==> src/rtl/cnt_pkg.sv <==
// Shared types and parameter legality checks for the step/mode counter family.
package cnt_pkg;

    typedef enum logic [1:0] {
        CNT_WRAP   = 2'd0,
        CNT_SAT    = 2'd1,
        CNT_BOUNCE = 2'd2,
        CNT_RSVD   = 2'd3
    } cnt_mode_t;

    // True when the bounds and step describe a usable counter.
    function automatic bit cnt_params_legal(input int max, input int min, input int step);
        return (min >= 0) && (min < max) && (step >= 1) && (step <= max - min);
    endfunction

endpackage

==> src/rtl/cnt_step_calc.sv <==
// Combinational next-count, terminal-count and bounce-toggle computation.
// Bounce handling exists only when CNT_STEP_MODE_BOUNCE_EN is defined.
module cnt_step_calc
    import cnt_pkg::*;
#(
    parameter int          MAX  = 15,
    parameter int          MIN  = 0,
    parameter int          STEP = 1,
    parameter int          R    = 16,
    parameter int unsigned W    = 4
) (
    input  logic [W-1:0] cnt,
    input  logic         dir,
    input  cnt_mode_t    mode,
    output logic [W-1:0] nxt_c,
    output logic         tc_c
`ifdef CNT_STEP_MODE_BOUNCE_EN
    ,
    output logic         toggle_c
`endif
);

    localparam int unsigned UW = W + 2;
    localparam logic signed [UW-1:0] MAX_S  = UW'(MAX);
    localparam logic signed [UW-1:0] MIN_S  = UW'(MIN);
    localparam logic signed [UW-1:0] STEP_S = UW'(STEP);
    localparam logic signed [UW-1:0] R_S    = UW'(R);

    logic signed [UW-1:0] u;
    logic                 over;
    logic                 under;
    logic [W-1:0]         clamped;
    logic [W-1:0]         wrapped;

    // STEP < R, so a single add/subtract of R is enough to wrap.
    always_comb begin
        u       = dir ? ($signed({2'b00, cnt}) - STEP_S) : ($signed({2'b00, cnt}) + STEP_S);
        over    = (u > MAX_S);
        under   = (u < MIN_S);
        clamped = over ? W'(MAX) : (under ? W'(MIN) : W'(u));
        wrapped = over ? W'(u - R_S) : (under ? W'(u + R_S) : W'(u));
    end

    always_comb begin
        nxt_c = wrapped;
        tc_c  = over | under;
`ifdef CNT_STEP_MODE_BOUNCE_EN
        toggle_c = 1'b0;
`endif
        if (mode == CNT_SAT) begin
            nxt_c = clamped;
        end
`ifdef CNT_STEP_MODE_BOUNCE_EN
        // Bounce turns around on reaching a bound, not only on overshooting it.
        if (mode == CNT_BOUNCE) begin
            nxt_c    = clamped;
            toggle_c = dir ? (u <= MIN_S) : (u >= MAX_S);
            tc_c     = toggle_c;
        end
`endif
    end

endmodule

==> src/rtl/cnt_step_mode.sv <==
// Up/down step counter with wrap/saturate/bounce modes, parallel load and tc pulse.
// Define CNT_STEP_MODE_BOUNCE_EN to build BOUNCE mode; otherwise mode 2 wraps.
module cnt_step_mode
    import cnt_pkg::*;
#(
    parameter  int          MAX  = 15,
    parameter  int          MIN  = 0,
    parameter  int          STEP = 1,
    localparam int unsigned W    = $clog2(MAX + 1)
) (
    input  logic         clk,
    input  logic         sys_rst,
    input  logic         enable,
    input  logic         U_D,
    input  cnt_mode_t    mode,
    input  logic         load,
    input  logic [W-1:0] load_val,
    output logic [W-1:0] cnt,
    output logic         dir,
    output logic         tc
);

    localparam int R = MAX - MIN + 1;

    if (!cnt_params_legal(MAX, MIN, STEP)) begin : g_param_check
        $error("cnt_step_mode: illegal MAX/MIN/STEP combination");
    end

    logic [W-1:0] step_nxt_c;
    logic         step_tc_c;
`ifdef CNT_STEP_MODE_BOUNCE_EN
    logic         step_toggle_c;
`endif
    logic [W-1:0] load_clamped_c;
    logic [W-1:0] cnt_d;
    logic         dir_d;
    logic         tc_d;

    cnt_step_calc #(
        .MAX  (MAX),
        .MIN  (MIN),
        .STEP (STEP),
        .R    (R),
        .W    (W)
    ) u_calc (
        .cnt      (cnt),
        .dir      (dir),
        .mode     (mode),
        .nxt_c    (step_nxt_c),
        .tc_c     (step_tc_c)
`ifdef CNT_STEP_MODE_BOUNCE_EN
        ,
        .toggle_c (step_toggle_c)
`endif
    );

    // Load value clamp; compared as int so MIN=0 or MAX=2**W-1 stay well-formed.
    always_comb begin
        load_clamped_c = load_val;
        if (int'(load_val) > MAX) begin
            load_clamped_c = W'(MAX);
        end else if (int'(load_val) < MIN) begin
            load_clamped_c = W'(MIN);
        end
    end

    // Priority: load, then enable, then hold. Non-bounce modes track U_D every cycle.
    always_comb begin
        cnt_d = cnt;
        dir_d = U_D;
        tc_d  = 1'b0;
`ifdef CNT_STEP_MODE_BOUNCE_EN
        if (mode == CNT_BOUNCE) begin
            dir_d = dir;
        end
`endif
        if (load) begin
            cnt_d = load_clamped_c;
            dir_d = U_D;
        end else if (enable) begin
            cnt_d = step_nxt_c;
            tc_d  = step_tc_c;
`ifdef CNT_STEP_MODE_BOUNCE_EN
            if (mode == CNT_BOUNCE) begin
                dir_d = dir ^ step_toggle_c;
            end
`endif
        end
    end

    always_ff @(posedge clk) begin
        if (sys_rst) begin
            cnt <= W'(MIN);
            dir <= 1'b0;
            tc  <= 1'b0;
        end else begin
            cnt <= cnt_d;
            dir <= dir_d;
            tc  <= tc_d;
        end
    end

endmodule

==> config.mk <==
export PLATFORM = sky130hd
export DESIGN_NAME = cnt_step_mode
export DESIGN_NICKNAME = d
export VERILOG_FILES = /design/src/rtl/cnt_pkg.sv /design/src/rtl/cnt_step_calc.sv /design/src/rtl/cnt_step_mode.sv
export SDC_FILE = /design/constraint.sdc
export NUM_CORES = 1
export LEC_CHECK = 0
export BUFFER_PORTS_ARGS = -buffer_cell sky130_fd_sc_hd__buf_4
export CORE_AREA = 2 2 39 41
export CTS_CLUSTER_SIZE = 10
export DETAILED_ROUTE_END_ITERATION = 8
export DIE_AREA = 0 0 41 43
export GPL_TIMING_DRIVEN = 0
export PLACE_DENSITY_LB_ADDON = 0.15
export RECOVER_POWER = 100
export SLEW_MARGIN = 25
export SYNTH_ARGS = -nofsm -noshare
export SYNTH_HDL_FRONTEND = slang
export SYNTH_SLANG_ARGS = --single-unit
==> constraint.sdc <==
create_clock -name clk -period 1.5 [get_ports clk]
set_input_delay 0.075 -clock clk [delete_from_list [all_inputs] [get_ports clk]]
set_output_delay 0.075 -clock clk [all_outputs]
set_load 0.1 [all_outputs]
**After elaboration in Yosys (flattened, before gate mapping)**

Index checks and enable logic that the tools add are counted.

- Memories: 0
- Memory bits (read-only): 0
- Latch bits: 0
- Bits in registers: 6
- Word-level logic and storage cells: 22
- Output and inout bits: 6
- RAM bits: 0

- Divide/modulo/power cells: 0
- Add/subtract/negate cells: 4
- Mux-type cells: 8
- Equality and inequality tests: 1
- Multiply operators: 0
- Shift-type cells: 0
- Bitwise operators: 2
- $lt $le $gt $ge: 2
- Reductions and logical operators: 2

Operators with widths:

| operator | count |
|---|---|
| two-way mux 4 bit | 7 |
| greater-than comparator 6 x 5 -> 1 bit (second input constant) | 1 |
| less-than comparator 6 x 1 -> 1 bit (second input constant) | 1 |
| two-way mux 6 bit | 1 |
| adder 4 x 1 -> 5 bit (second input constant) | 1 |
| subtractor 4 x 1 -> 5 bit (second input constant) | 1 |
| adder 4 x 1 -> 4 bit (second input constant) | 1 |
| subtractor 4 x 1 -> 4 bit (second input constant) | 1 |
| OR reduction 3 bit | 1 |
| == test 2 x 1 -> 1 bit (second input constant) | 1 |
| nonzero test 2 bit | 1 |
| NOT 1 bit | 1 |
| bitwise OR 1 bit | 1 |

**Logic depth before layout (Yosys ltp)**

Gate-level depths: netlist (run 1).

- Depth in word-level cells: 8
- Depth in mapped cells: 6
- Mapped depth without buffers: 6

**By module**

From an unflattened synthesis (run 1), not the netlist that was laid out.

- Cell total of the unflattened synthesis: 43
- Area, all modules: 416.6 um^2

By module, submodules not included:

| module | times used | cells an instance | area each (um^2) |
|---|---|---|---|
| cnt_step_mode | 1 | 22 | 246.5 |
| cnt_step_calc | 1 | 21 | 170.2 |

**Worst setup path before layout (run 1)**

No wires, ideal clock.

- Path type: reg2reg
- From: register cnt[0]
- To: register cnt[2]
- Data arrival time: 2.047 ns
- Setup slack: -0.643 ns
- Setup time: 0.095 ns
- Cell stages (with the launch flop): 7
- Required time: 1.405 ns
- Path through: dfxtp_1 > inv_1 > ha_1 > mux2_2 > nand2_1 > a21oi_1 > a221oi_1

- Cells in the longest elaborated chain, start to end: 8
- Elaborated cells on any way between the ends: 14
- Those cells by class: 4 x add/sub; 2 x order compare; 8 x mux

RTL lines:

| what | RTL line | RTL |
|---|---|---|
| from (decl) | cnt_step_mode.sv:18 | `output logic [W-1:0] cnt,` |
| from (signal assigned) | cnt_step_mode.sv:93 | `cnt <= W'(MIN);` |
| from (signal assigned) | cnt_step_mode.sv:97 | `cnt <= cnt_d;` |
| adder 4 x 1 -> 5 bit or subtractor 4 x 1 -> 5 bit (tied branches) | cnt_step_calc.sv:37 | `u = dir ? ($signed({2'b00, cnt}) - STEP_S) : ($signed({2'b00, cnt}) + STEP_S);` |
| two-way mux 6 bit (*) | cnt_step_calc.sv:37 |  |
| less-than comparator 6 x 1 -> 1 bit or adder 4 x 1 -> 4 bit (tied branches) | cnt_step_calc.sv:39, cnt_step_calc.sv:41 |  |
| two-way mux 4 bit, on equally long branches (2 in a row) | cnt_step_calc.sv:41, cnt_step_calc.sv:40 |  |
| two-way mux 4 bit (*) | cnt_step_calc.sv:50 | `if (mode == CNT_SAT) begin` |
| two-way mux 4 bit (*) | cnt_step_mode.sv:80 | `end else if (enable) begin` |
| two-way mux 4 bit (*) | cnt_step_mode.sv:77 | `if (load) begin` |

Mark *: on every way between the ends. The rest lies on a longest branch, timed or not. The select of a mux whose other input is x is not followed.
A chain may end at the register's enable or synchronous reset.

**Worst setup path in the final report (run 1)**

Same ends and word-level chain as after synthesis.

==> results.sh, run 1 <==
export IMPL_antenna_diode_count=0
export IMPL_finalInstanceArea_sq_um=553.0
export IMPL_final_layout_size_suffix_gt1_share_pct=38.81
export IMPL_grt_start_max_net_pins=10
export IMPL_clk_pin_slew_ns=0.05
export IMPL_place_congestion=0.7096
export IMPL_postSynth_topFlopCell="dfxtp_1"
export IMPL_clock_skew_ns=0.004924
export IMPL_post_synthesis_cell_type_count=24
export IMPL_clock_fmax_mhz=703.9
export IMPL_avgSynthCellArea_sq_um=8.211
export IMPL_globalRouteOverflowTotal=0
export IMPL_outcome="finished clean"
export IMPL_hold_viol_final=0
export IMPL_placementRows=14
export IMPL_yosys_warnings=0
export IMPL_maxSlewHeadroom_pct=64.25
export IMPL_routedWlPerCell_um=12.01
export IMPL_num_fill_cells=150
export IMPL_synth_async_reset_ratio_pct=0
export IMPL_post_drt_via_cell_ratio=5.217
export IMPL_route_final_wire_length_um=997
export IMPL_core_area_sq_um=1384
export IMPL_ys_top_cells_by_count="6 x dfxtp_1, 5 x a21oi_1, 5 x nor2b_1"
export IMPL_die_width_um=41
export IMPL_min_delay_start="sys_rst"
export IMPL_clockRootBuffer="clkbuf_4"
export IMPL_synth_yosys_seq_area_share_pct=30.48
export IMPL_detailedRoute_firstPassIterationCount=4
export IMPL_pwr_density_cell_nw_per_um2=952.0
export IMPL_post_cts_setup_buffer_count=0
export IMPL_internal_power_uw=323.2
export IMPL_rr_endpoint="cnt[2]$_SDFFE_PP0P_"
export IMPL_power_switching_uw=203.3
export IMPL_syn_to_final_growth_pct=40.32
export IMPL_cts_htree_levels=1
export IMPL_worstSetupPathType="reg2reg"
export IMPL_ctsHoldBuffers=0
export IMPL_post_route_drc_count=0
export IMPL_synth_area_leader_cell="dfxtp_1"
export IMPL_share_seq_of_total_power_pct=35.7
export IMPL_top_cell_type_s_share_of_synthesized_area_pct=30.48
export IMPL_worstReg2RegStart="cnt[0]$_SDFFE_PP0P_"
export IMPL_dp_hpwl_um=736.9
export IMPL_syn_inst=48
export IMPL_grt_util_all_layers_pct=13.57
export IMPL_clk_latency_ns=0.25
export IMPL_cap_violations=0
export IMPL_power_clock_fraction_pct=32.1
export IMPL_synth_seq_cells=6
export IMPL_grt_pass1_vias=378
export IMPL_area_of_the_multi_input_gates_sq_um=257.7
export IMPL_worst_case_clock_buffer_depth=2
export IMPL_r2r_slack_ns=0.08
export IMPL_post_route_period_util_pct=94.71
export IMPL_synth_top_cells_by_area="dfxtp_1 30%, nor2b_1 7.9%, a21oi_1 6.3%"
export IMPL_dr_total_vias=433
export IMPL_switching_share_pct=38.61
export IMPL_synth_edff_count=0
export IMPL_report_final_setup_viol=0
export IMPL_fin_hold_ws_ns=0.03637
export IMPL_startpoint_type="flip-flop"
export IMPL_startpoint="cnt[0]$_SDFFE_PP0P_"
export IMPL_post_synth_top_count_cell="dfxtp_1"
export IMPL_synth_nets=61
export IMPL_io_pins=17
export IMPL_final_antenna_net_count=0
export IMPL_design_final_nets=81
export IMPL_worst_pin_slew_ns=0.5386
export IMPL_reg2regPathDepth=6
export IMPL_vdd_ir_drop_max_mv=0.4130
export IMPL_worst_setup_end_kind="flip-flop"
export IMPL_timing_critical_path_arrival_ns=1.56
export IMPL_crit_path_end="cnt[2]$_SDFFE_PP0P_"
export IMPL_cp_max_fo=6
export IMPL_grt_pass1_wl_mm=1.600
export IMPL_antenna_found_initial=0
export IMPL_cellLeakagePower_uw=0.0002332
export IMPL_report_final_slew_viol_count=0
export IMPL_cts_resized=0
export IMPL_placement_cell_area_sq_um=543.0
export IMPL_syn_area_sq_um=394.1
export IMPL_share_comb_of_total_power_pct=32.3
export IMPL_worstHoldPathType="in2reg"
export IMPL_numClockSinks=6
export IMPL_sequential_cell_area_sq_um=136.4
export IMPL_critPathRequiredTime_ns=1.64
export IMPL_cts_buffers_inserted=3
export IMPL_initial_utilization_pct=28.48
export IMPL_rsz0062_at_grt="false"
export IMPL_tritoncts="done"
export IMPL_portBuffers=15
export IMPL_drt_initial_drc_count=4
export IMPL_final_min_clock_period_ns=1.421
export IMPL_die_height_um=43
export IMPL_floorplan_die_area_sq_um=1763
[critical path, stage by stage, from the launching register on]
cell and delay, ns:
dfxtp_4 0.37, inv_1 0.06, ha_1 0.22, mux2_2 0.29, nand2_1 0.07, a21oi_1 0.06
a221oi_1 0.24
[area by class of cell]
type                            instances  area share (%)
Buffer                                  1          0.6787
Clock buffer                            4           4.751
Inverter                                3           2.036
Multi-Input combinational cell         38           46.61
Sequential cell                         6           24.66
Tap cell                               16           3.620
Timing Repair Buffer                   15           17.65
[power by group through the flow]
stage | clock (uW) | sequential (uW) | combinational, uW
6_report | 169 | 188 | 170
5_1_grt | 185 | 190 | 182
4_1_cts | 179 | 188 | 179
3_5_place_dp | 0 | 192 | 178
3_3_place_gp | 0 | 191 | 178
2_1_floorplan | 0 | 263 | 55.0
[kinds of logic (layout without fill, tap and decap cells)]
group,after synthesis,after routing,share of synthesized area [%]
adder cells (fa/ha/maj),2,2,6.348
buffers and inverters,4,23,3.808
AND/OR/NAND/NOR,22,22,32.38
flip-flops,6,6,30.48
AO/OA/AOI/OAI,12,12,21.90
XOR/XNOR,1,1,2.223
multiplexers,1,1,2.857
[stage by stage]
step	util [%]	instances	setup TNS [ns]	worst slack, ns	power (uW)
3_5_place_dp	39.24	79	0	0.06834	369.9
4_1_cts	41.14	83	0	0.04579	545.9
5_1_grt	39.96	83	0	0.003200	557.1
2_1_floorplan	-	48	-0.08361	-0.08006	317.8
3_3_place_gp	39.24	79	0	0.09415	368.3
6_report	39.96	83	0	0.07941	526.5
[worst min path at each step]
stage                     slack, ns             endpoint  depth (start not counted)
final                          0.04  cnt[0]$_SDFFE_PP0P_                          2
after CTS                      0.03  cnt[0]$_SDFFE_PP0P_                          2
after detailed placement       0.30  cnt[0]$_SDFFE_PP0P_                          2
after global placement         0.29       dir$_SDFF_PP0_                          2
after global routing           0.03  cnt[0]$_SDFFE_PP0P_                          2
after floorplan                0.13  cnt[0]$_SDFFE_PP0P_                          1
[flip-flops by register name (all words and copies together), names as in the netlist]
register and flops:
dir 1, cnt 4, tc 1
[routing by layer]
metal,vias to the layer above,track usage (%),routed length [um]
li1,216,-,-
met1,205,15.16,438
met2,12,20.94,500
met3,0,7.853,58
met4,0,4.000,0
met5,-,0,0
[cells in the final DEF, fill, tap and decap left out]
| cell type | n |
|---|---|
| nand3_1 | 1 |
| nor2b_1 | 4 |
| dfxtp_1 | 1 |
| nor2_1 | 4 |
| xor2_1 | 1 |
| nand4b_1 | 2 |
| nand2_1 | 3 |
| or3_1 | 1 |
| mux2_2 | 1 |
| dfxtp_2 | 1 |
| nand3b_1 | 1 |
| a211oi_1 | 2 |
| nor2b_2 | 1 |
| ha_1 | 2 |
| nor3_1 | 1 |
| buf_4 | 8 |
| o21ai_0 | 2 |
| a221oi_1 | 1 |
| a21oi_1 | 5 |
| a2111oi_2 | 1 |
| clkbuf_4 | 4 |
| dfxtp_4 | 4 |
| nand2b_1 | 2 |
| clkbuf_2 | 6 |
| nand4_1 | 1 |
| or4b_1 | 1 |
| a32oi_1 | 1 |
| inv_1 | 3 |
| clkbuf_1 | 2 |
No activity file was read; power rests on OpenSTA's default activity.
==> run 2, diff against run 1 <==
--- a/config.mk
+++ b/config.mk
@@ -13,6 +13,7 @@
 export GPL_TIMING_DRIVEN = 0
 export PLACE_DENSITY_LB_ADDON = 0.15
 export RECOVER_POWER = 100
+export SETUP_SLACK_MARGIN = 0.3
 export SLEW_MARGIN = 25
 export SYNTH_ARGS = -nofsm -noshare
 export SYNTH_HDL_FRONTEND = slang
==> run 2 against run 1 <==
  * Critical endpoint is now cnt[3]$_SDFFE_PP0P_
  * Global-route usage increased by 1.8 points
  * Via count rose by 10%
  * Routed wire length increased by 18%
  * Power grew 7.9%
  * Fmax increased by 1.6%
  * Setup slack better by 0.022 ns
  * Sequential power hardly changed
  * Final cell count rose by 9.6%
  * Combinational power increased by 22%
==> results.sh, run 2 (same netlist as run 1, synthesis figures left out) <==
export IMPL_clk_pin_slew_ns=0.05
export IMPL_grt_util_all_layers_pct=15.39
export IMPL_grt_pass1_vias=413
export IMPL_maxSlewHeadroom_pct=64.23
export IMPL_grt_pass1_wl_mm=1.745
export IMPL_critPathRequiredTime_ns=1.68
export IMPL_route_final_wire_length_mm=1.176
export IMPL_io_pins=17
export IMPL_place_congestion=0.7099
export IMPL_max_reg_flops=4
export IMPL_share_seq_of_total_power_pct=33.2
export IMPL_worst_setup_end_kind="flip-flop"
export IMPL_clock_fmax_mhz=714.9
export IMPL_antenna_diode_count=0
export IMPL_grt_start_max_net_pins=10
export IMPL_reg_largest_list="cnt: 4 flops, dir: 1 flops, tc: 1 flops"
export IMPL_portBuffers=15
export IMPL_share_comb_of_total_power_pct=36.7
export IMPL_worstReg2RegStart="cnt[1]$_SDFFE_PP0P_"
export IMPL_post_route_drc_count=0
export IMPL_cts_buffers_inserted=3
export IMPL_critical_path_slowest_cell="or4b_4"
export IMPL_ctsHoldBuffers=0
export IMPL_cp_max_fo=6
export IMPL_initial_utilization_pct=28.48
export IMPL_worstSetupPathType="reg2reg"
export IMPL_power_clock_fraction_pct=30.1
export IMPL_core_area_sq_um=1384
export IMPL_worst_pin_slew_ns=0.5388
export IMPL_min_delay_start="U_D"
export IMPL_detailedRoute_firstPassIterationCount=4
export IMPL_critPathBufInv=0
export IMPL_timing_critical_path_cells="or4b_4 > a21oi_2 > a21oi_4 > o21ai_2"
export IMPL_rsz0062_at_grt="true"
export IMPL_instances_no_fill=91
export IMPL_dp_cells=79
export IMPL_design_final_nets=89
export IMPL_clock_skew_ns=0.003394
export IMPL_switching_share_pct=39.34
export IMPL_outcome="finished clean"
export IMPL_die_height_um=43
export IMPL_antenna_found_initial=0
export IMPL_hold_viol_final=0
export IMPL_routedWlPerCell_um=12.92
export IMPL_timing_critical_path_arrival_ns=1.58
export IMPL_accumulated_negative_setup_slack_ns=0
export IMPL_tritoncts="done"
export IMPL_final_antenna_net_count=0
export IMPL_startpoint_type="flip-flop"
export IMPL_worstHoldPathType="in2reg"
export IMPL_placementRows=14
export IMPL_floorplan_die_area_sq_um=1763
export IMPL_worst_case_clock_buffer_depth=2
export IMPL_final_common_cell="buf_4"
export IMPL_dp_hpwl_um=694.7
export IMPL_cellLeakagePower_uw=0.0002848
export IMPL_power_switching_uw=223.4
export IMPL_post_drt_via_cell_ratio=5.253
export IMPL_postLayoutCoreUtil_pct=50.81
export IMPL_dr_total_vias=478
export IMPL_pwr_density_cell_nw_per_um2=807.5
export IMPL_report_final_slew_viol_count=0
export IMPL_final_cell_mix="12 x buf_4, 6 x clkbuf_2, 5 x dfxtp_4, 4 x nor2b_1, 4 x clkbuf_4"
export IMPL_internal_power_uw=344.5
export IMPL_clk_latency_ns=0.26
export IMPL_regMostFlops="cnt"
export IMPL_final_min_clock_period_ns=1.399
export IMPL_fin_hold_ws_ns=0.02516
export IMPL_startpoint="cnt[1]$_SDFFE_PP0P_"
export IMPL_globalRouteOverflowTotal=0
export IMPL_slowest_delay_ns=0.56
export IMPL_drt_initial_drc_count=6
export IMPL_clockRootBuffer="clkbuf_4"
export IMPL_critical_path_top_delay_family="simple AND/OR/NAND/NOR gates"
export IMPL_cap_violations=0
export IMPL_syn_to_final_growth_pct=78.41
export IMPL_vdd_ir_drop_max_mv=0.6849
export IMPL_cts_htree_levels=1
export IMPL_final_layout_size_suffix_gt1_share_pct=61.33
export IMPL_report_final_setup_viol=0
export IMPL_die_width_um=41
export IMPL_post_route_period_util_pct=93.25
export IMPL_numClockSinks=6
-- run 2: per-stage QoR --
step,cell area [sq um],setup WS [ns],total power (uW)
floorplan,444.2,0.02177,329.0
global placement,576.8,0.1248,380.6
detailed placement,576.8,0.1411,380.7
CTS,669.4,0.1803,568.2
global route,703.2,0.05834,609.6
finish,703.2,0.1013,567.8
-- run 2: power by group through the flow --
stage / registers, uW / logic [uW] / clock network, uW
floorplan: 266 / 63.0 / 0
global placement: 194 / 187 / 0
detailed placement: 194 / 186 / 0
CTS: 188 / 205 / 174
global route: 191 / 221 / 198
finish: 188 / 208 / 171
-- run 2: path summary, 6_finish.rpt --
path / to / slack, ns / cells past startpoint
setup / recovery: cnt[3]$_SDFFE_PP0P_ / 0.10 / 4
hold reg to reg: tc$_SDFF_PP0_ / 0.59 / 2
hold / removal: dir$_SDFF_PP0_ / 0.03 / 2
setup reg to reg: cnt[3]$_SDFFE_PP0P_ / 0.10 / 4
-- run 2: layout make-up --
type,count,area [sq um]
Sequential cell,6,138.9
Clock buffer,4,26.28
Inverter,3,13.76
Fill cell,137,680.7
Buffer,1,3.754
Tap cell,16,20.02
Timing Repair Buffer,23,165.2
Multi-Input combinational cell,38,335.3
-- run 2: what timing repair did --
item | 4_1_cts | 5_1_grt
setup endpoints to repair | 4 | 5
buffers inserted | 6 | 2
pin swaps | 3 | 6
gates resized for setup | 6 | 9
-- run 2: routing by layer --
layer | track usage [%] | share of wire (%)
met1 | 17.15 | 35
met3 | 9.424 | 8.2
met2 | 23.75 | 56
met5 | 0 | 0
met4 | 4.000 | 0.68
